### src/rtl/serial_tx_arbiter.sv
// serial_tx_arbiter: shares the console UART transmitter between the CPU teleprinter
// path and the debug message source, with one-character holding registers per source.
module serial_tx_arbiter #(
    parameter int GAP_CYCLES   = 16,
    parameter int BUSY_TIMEOUT = 8
) (
    input  logic       clk,
    input  logic       reset,
    input  logic       cpu_valid,
    input  logic [0:7] cpu_data,
    output logic       cpu_ready,
    input  logic       dbg_valid,
    input  logic [0:7] dbg_data,
    output logic       dbg_ready,
    output logic       tx_start,
    output logic [0:7] tx_data,
    input  logic       tx_busy,
    output logic       cpu_done,
    output logic       dbg_done,
    output logic       owner,
    output logic       tx_err
);

    localparam int BW = (BUSY_TIMEOUT < 2) ? 1 : $clog2(BUSY_TIMEOUT + 1);
    localparam int GW = (GAP_CYCLES < 2) ? 1 : $clog2(GAP_CYCLES + 1);

    typedef enum logic [2:0] {
        IDLE,
        SELECT,
        WAIT_BUSY,
        WAIT_DONE,
        DONE,
        GAP
    } state_t;

    state_t        state;
    logic          cpu_full;
    logic          dbg_full;
    logic [0:7]    cpu_hold;
    logic [0:7]    dbg_hold;
    logic          last_grant;
    logic [BW-1:0] busy_cnt;
    logic [GW-1:0] gap_cnt;
    logic          pick_dbg;

    assign cpu_ready = !cpu_full;
    assign dbg_ready = !dbg_full;

    // Debug wins when it is the only one waiting, or on a tie when CPU went last.
    assign pick_dbg = dbg_full && (!cpu_full || !last_grant);

    always_ff @(posedge clk) begin
        if (!reset) begin
            state      <= IDLE;
            cpu_full   <= 1'b0;
            dbg_full   <= 1'b0;
            cpu_hold   <= '0;
            dbg_hold   <= '0;
            last_grant <= 1'b1;
            busy_cnt   <= '0;
            gap_cnt    <= '0;
            tx_start   <= 1'b0;
            tx_data    <= '0;
            owner      <= 1'b0;
            cpu_done   <= 1'b0;
            dbg_done   <= 1'b0;
            tx_err     <= 1'b0;
        end else begin
            tx_start <= 1'b0;
            cpu_done <= 1'b0;
            dbg_done <= 1'b0;
            tx_err   <= 1'b0;

            if (cpu_valid && cpu_ready) begin
                cpu_hold <= cpu_data;
                cpu_full <= 1'b1;
            end
            if (dbg_valid && dbg_ready) begin
                dbg_hold <= dbg_data;
                dbg_full <= 1'b1;
            end

            case (state)
                IDLE: begin
                    if ((cpu_full || dbg_full) && !tx_busy)
                        state <= SELECT;
                end
                SELECT: begin
                    if (pick_dbg) begin
                        tx_data  <= dbg_hold;
                        dbg_full <= 1'b0;
                    end else begin
                        tx_data  <= cpu_hold;
                        cpu_full <= 1'b0;
                    end
                    owner      <= pick_dbg;
                    last_grant <= pick_dbg;
                    tx_start   <= 1'b1;
                    busy_cnt   <= '0;
                    state      <= WAIT_BUSY;
                end
                WAIT_BUSY: begin
                    if (tx_busy) begin
                        state <= WAIT_DONE;
                    end else if (busy_cnt == BW'(BUSY_TIMEOUT - 1)) begin
                        tx_err   <= 1'b1;
                        cpu_done <= !owner;
                        dbg_done <= owner;
                        state    <= DONE;
                    end else begin
                        busy_cnt <= busy_cnt + 1'b1;
                    end
                end
                WAIT_DONE: begin
                    if (!tx_busy) begin
                        cpu_done <= !owner;
                        dbg_done <= owner;
                        state    <= DONE;
                    end
                end
                // The DONE cycle itself counts as the first gap clock.
                DONE: begin
                    if (GAP_CYCLES > 1) begin
                        gap_cnt <= GW'(GAP_CYCLES - 1);
                        state   <= GAP;
                    end else begin
                        state <= IDLE;
                    end
                end
                GAP: begin
                    gap_cnt <= gap_cnt - 1'b1;
                    if (gap_cnt == GW'(1))
                        state <= IDLE;
                end
                default: state <= IDLE;
            endcase
        end
    end

endmodule

### config.mk
export PLATFORM = sky130hd
export DESIGN_NAME = serial_tx_arbiter
export DESIGN_NICKNAME = d
export VERILOG_FILES = /design/src/rtl/serial_tx_arbiter.sv
export SDC_FILE = /design/constraint.sdc
export NUM_CORES = 1
export LEC_CHECK = 0
export CAP_MARGIN = 20
export CELL_PAD_IN_SITES_DETAIL_PLACEMENT = 2
export CELL_PAD_IN_SITES_GLOBAL_PLACEMENT = 2
export CORE_MARGIN = 8
export CORE_UTILIZATION = 28
export CTS_CLUSTER_SIZE = 28
export DETAILED_ROUTE_END_ITERATION = 8
export HOLD_SLACK_MARGIN = 0.05
export PLACE_DENSITY = 0.7
export SYNTH_ARGS = -nofsm -noshare
export SYNTH_HDL_FRONTEND = slang
export SYNTH_SLANG_ARGS = --single-unit
### constraint.sdc
create_clock -name clk -period 1.7 [get_ports clk]
set_input_delay 0.255 -clock clk [delete_from_list [all_inputs] [get_ports clk]]
set_output_delay 0.255 -clock clk [all_outputs]
set_load 0.01 [all_outputs]
Yosys cells after proc, flatten, opt, wreduce, memory -nomap -nowiden
Index checks and enable logic that the tools add are counted.

Memories: 0. Register bits: 44. Word-level logic and storage cells: 75. Memory bits (read-only): 0. Bits in writable memories: 0. Latch bits: 0.

Shift operators: 0. Muxes and demuxes: 27. Bitwise operators: 2. Divide/modulo/power cells: 0. Reduce and logical (&&, ||, !) cells: 17. Equal/unequal tests: 13. $lt $le $gt $ge: 0. Add/subtract/negate cells: 2. $mul: 0.

Operators with widths (count): case mux 3 bit (6 select lines) (1); two-way mux 3 bit (5); two-way mux 1 bit (14); inequality test 2 bit (second input constant) (5); case mux 5 bit (2 select lines) (1); two-way mux 4 bit (2); two-way mux 8 bit (1); case mux 4 bit (2 select lines) (1); equality test 3 x 2 -> 1 bit (second input constant) (2); equality test 3 bit (second input constant) (2); equality test 5 x 1 -> 1 bit (second input constant) (1); logical NOT 1 bit (5); subtractor 5 x 1 -> 5 bit (second input constant) (1); adder 4 x 1 -> 4 bit (second input constant) (1); equality test 4 x 3 -> 1 bit (second input constant) (1); logical AND 1 bit (4); case mux 1 bit (2 select lines) (2); AND reduction 4 bit (1); nonzero test 2 bit (2); equality test 3 x 1 -> 1 bit (second input constant) (1); logical NOT 3 bit (1); inequality test 3 bit (second input constant) (1); AND reduction 3 bit (1); OR reduction 3 bit (1); 2 further kinds (4).

Logic depth before layout (Yosys ltp)
Depth after elaboration: 5. Depth in mapped cells: 5. Depth with buffers taken out: 5.

Worst setup path before layout
No wires, ideal clock.

Path type: reg-to-reg. From: reg state[2]. To: reg busy_cnt[3]. Path buffers: 2. Cell stages (with the launch flop): 6. Required time: 1638 ps. Setup slack: 60 ps. Arrival time: 1578 ps. Setup time: 62 ps. Cells stage by stage: dfxtp_1 > buf_6 > or4b_1 > buf_2 > or4_1 > nand3_1.

Longest elaborated chain between the ends: 3. Elaborated cells on any way between the ends: 7.

RTL lines: from (decl) (RTL line 36) `state_t state;`; from (signal assigned) (RTL line 54) `state <= IDLE;`; from (signal assigned) (RTL line 86) `state <= SELECT;`; from (signal assigned) (RTL line 100) `state <= WAIT_BUSY;`; equality test 3 x 2 -> 1 bit or equality test 3 x 1 -> 1 bit (tied branches) (RTL line 83) `case (state)`; inequality test 2 bit (no line) or nonzero test 2 bit (tied branches); AND reduction 3 bit (no line); to (signal assigned) (RTL line 111) `busy_cnt <= busy_cnt + 1'b1;`; to (decl) (RTL line 42) `logic [BW-1:0] busy_cnt;`.

Several ways; a longest one is shown, not always the timed one. A chain may end at the register's enable or synchronous reset.

Worst setup path in the final report
From: in tx_busy. To: reg busy_cnt[0].

Longest elaborated chain between the ends: 2.

RTL lines: from (decl) (RTL line 17) `input logic tx_busy,`; inequality test 2 bit (no line); AND reduction 3 bit (no line).

No other way between the ends.

==> impl_metrics.ini <==
[status]
status = complete, no violations

[sta]
hold_viol = 0
period_needed_ns = 1.58
fin_crit_sh_pct = 93.2
setup-violations-final = 0
skew_ns = 0.00865
rsz0062_at_grt = false
fmax_ghz = 0.631
worst_pin_slew_ns = 0.403
fin_ws_ns = 0.116
drv_slew = 0
slew_headroom_pct = 73.1

[pwr]
p_sw_share_pct = 26.3
pwr-share-clk_pct = 32.5
power_frac_comb_pct = 15.6
vdd_drop_max_mv = 0.395
p_switching_w = 0.000571
p_per_area_nw_per_um2 = 866
p_seq_share_pct = 51.9
power.leakage_nw = 0.948
p_int_w = 0.00160

[yosys]
synth-seq-cells = 44
mappedNetlistArea_um2 = 1910
seq_area_frac_synth_pct = 46.1
async_flop_share_pct = 0
yosys_warnings = 0
synth_flop_cell = dfxtp_1
postSynthCellCount = 205
syn-num-nets = 229
syn_avg_cell_area_um2 = 9.33
ys_types = 43
synth-edff-count = 0

[finish]
register_area_um2 = 881
multiInputGateArea_um2 = 938
layout_commonest_cell = dfxtp_1
areaGrowthSynthToFinish_pct = 31.2
n_antenna_cell = 0
finalInstanceArea_um2 = 2510
final_cell_mix = 44 x dfxtp_1, 35 x clkdlybuf4s50_1, 22 x nand2_1
final_nets = 269
fill_cells = 742
drive_gt1_share_pct = 11.0

[setup_path]
critical_path_class = in -> reg
start_kind = primary input
cp-end-kind = register
crit_fanout = 6
required_ns = 1.93
arrival_ns = 1.81

[job]
maxCapViolations = 0

[clocking]
cts_resized = 0
cts_root_buf = clkbuf_8
h-tree-depth = 2
clock_path_buffers = 2
clk-insertion-delay-late_ns = 0.30
hold_buffers = 0
cts_sinks = 44
postCtsSetupRepairBufs = 0
path_clk_slew_ns = 0.09
tritoncts = yes
cts-buffers-inserted = 5

[die]
initial_utilization_pct = 28.5
ios = 36
rows = 30
die_width_um = 98.6
core_area_um2 = 6720
die_h_um = 98.6
die_area_um2 = 9730

[route]
drt_iter0_drc = 23
drtAntennaViolNets = 0
vias = 1637
wl_um = 5260
via_per_inst = 5.02
routedWlPerCell_um = 16.1
dr.pass1.iters = 2
drc = 0

[min_path]
min_path_type = reg -> reg

[global_routing]
grt_first_pass_wirelength_um = 9060
grt_max_degree = 38
grt_pass1_vias = 1838
grt.overflow.total = 0
grt_usage_pct = 11.6
grt_antenna_before_repair = 0

[place]
pre_cts_ws_ns = -0.180
placed_area_um2 = 2410
dpl.hpwl_um = 3840
numPortBuffers = 35
place_congestion = 0.764
-- state kept, by name, indices dropped and copies added, names as in the netlist, 3 cells and up --
| signal | flops |
|---|---|
| gap_cnt | 5 |
| cpu_hold | 8 |
| dbg_hold | 8 |
| state | 3 |
| busy_cnt | 4 |
| tx_data | 8 |
-- power by group through the flow --
stage,combinational (W),sequential (W),clock (W)
3_3_place_gp,0.000334,0.00115,0
6_report,0.000339,0.00113,0.000705
3_5_place_dp,0.000345,0.00115,0
4_1_cts,0.000346,0.00113,0.000736
2_1_floorplan,0.000170,0.00115,0
5_1_grt,0.000375,0.00114,0.000790
-- metal layers --
layer  GRT usage [%]  routed length [µm]  vias up
met1            12.8                2320      815
li1                -                   -      791
met2            20.8                2690       27
met3            3.59                 203        4
met5               0                   0        -
met4            3.54                  49        0
-- through the flow --
stage / TNS (ns) / power (W) / hold WS (ns) / cells / util (%)
2_1_floorplan: 0 / 0.00132 / 0.371 / 205 / -
3_3_place_gp: -0.322 / 0.00149 / 0.462 / 318 / 35.9
3_5_place_dp: -0.496 / 0.00150 / 0.473 / 318 / 35.9
4_1_cts: 0 / 0.00221 / 0.484 / 326 / 37.3
5_1_grt: 0 / 0.00230 / 0.503 / 326 / 37.3
6_report: 0 / 0.00217 / 0.482 / 326 / 37.3
-- cell type report --
cell class	count	area share, %
multi-input cells	139	37.4
inverters	6	0.898
repair buffers	49	18.7
clock buffers	6	3.29
well taps	80	3.99
clock inverters	2	0.599
flip-flops and latches	44	35.1
-- cells in the mapped netlist, drive strengths merged (3+ instances only) --
cell	count	area [µm²]
nand3	4	20.0
inv	6	22.5
a31oi	9	56.3
o211ai	4	30.0
ha	3	37.5
a21oi	3	15.0
clkbuf	13	48.8
nor2b	20	125
nand2	22	82.6
buf	3	21.3
mux2i	17	170
nand4	3	18.8
nor2	4	15.0
a21boi	6	45.0
dfxtp	44	881
o21ai	15	75.1
-- worst max-delay path, cell delays in order --
cell and delay (ns):
clkdlybuf4s50_1 0.43, or4b_1 0.50, buf_4 0.18, or3_1 0.30, a21boi_1 0.15
-- final timing paths --
path,from,to,slack (ns),cells after the start
setup / recovery,tx_busy,busy_cnt[0],0.12,5
hold / removal,cpu_hold[0],tx_data[0],0.48,2
setup reg to reg,state[2],busy_cnt[0],0.15,4
hold reg to reg,cpu_hold[0],tx_data[0],0.48,2
-- kinds of logic (layout without fill, tap and decap cells) --
logic type                 count (synthesis)  in the layout  share of synthesized area, %
buffers and inverters                     22             63                          4.84
DFF                                       44             44                          46.1
AOI/OAI and AO/OA                         45             45                          15.5
muxes                                     17             17                          8.90
adders and majority gates                  3              3                          1.96
and+or+nand+nor                           74             74                          22.7
(Power assumes the default switching activity.)
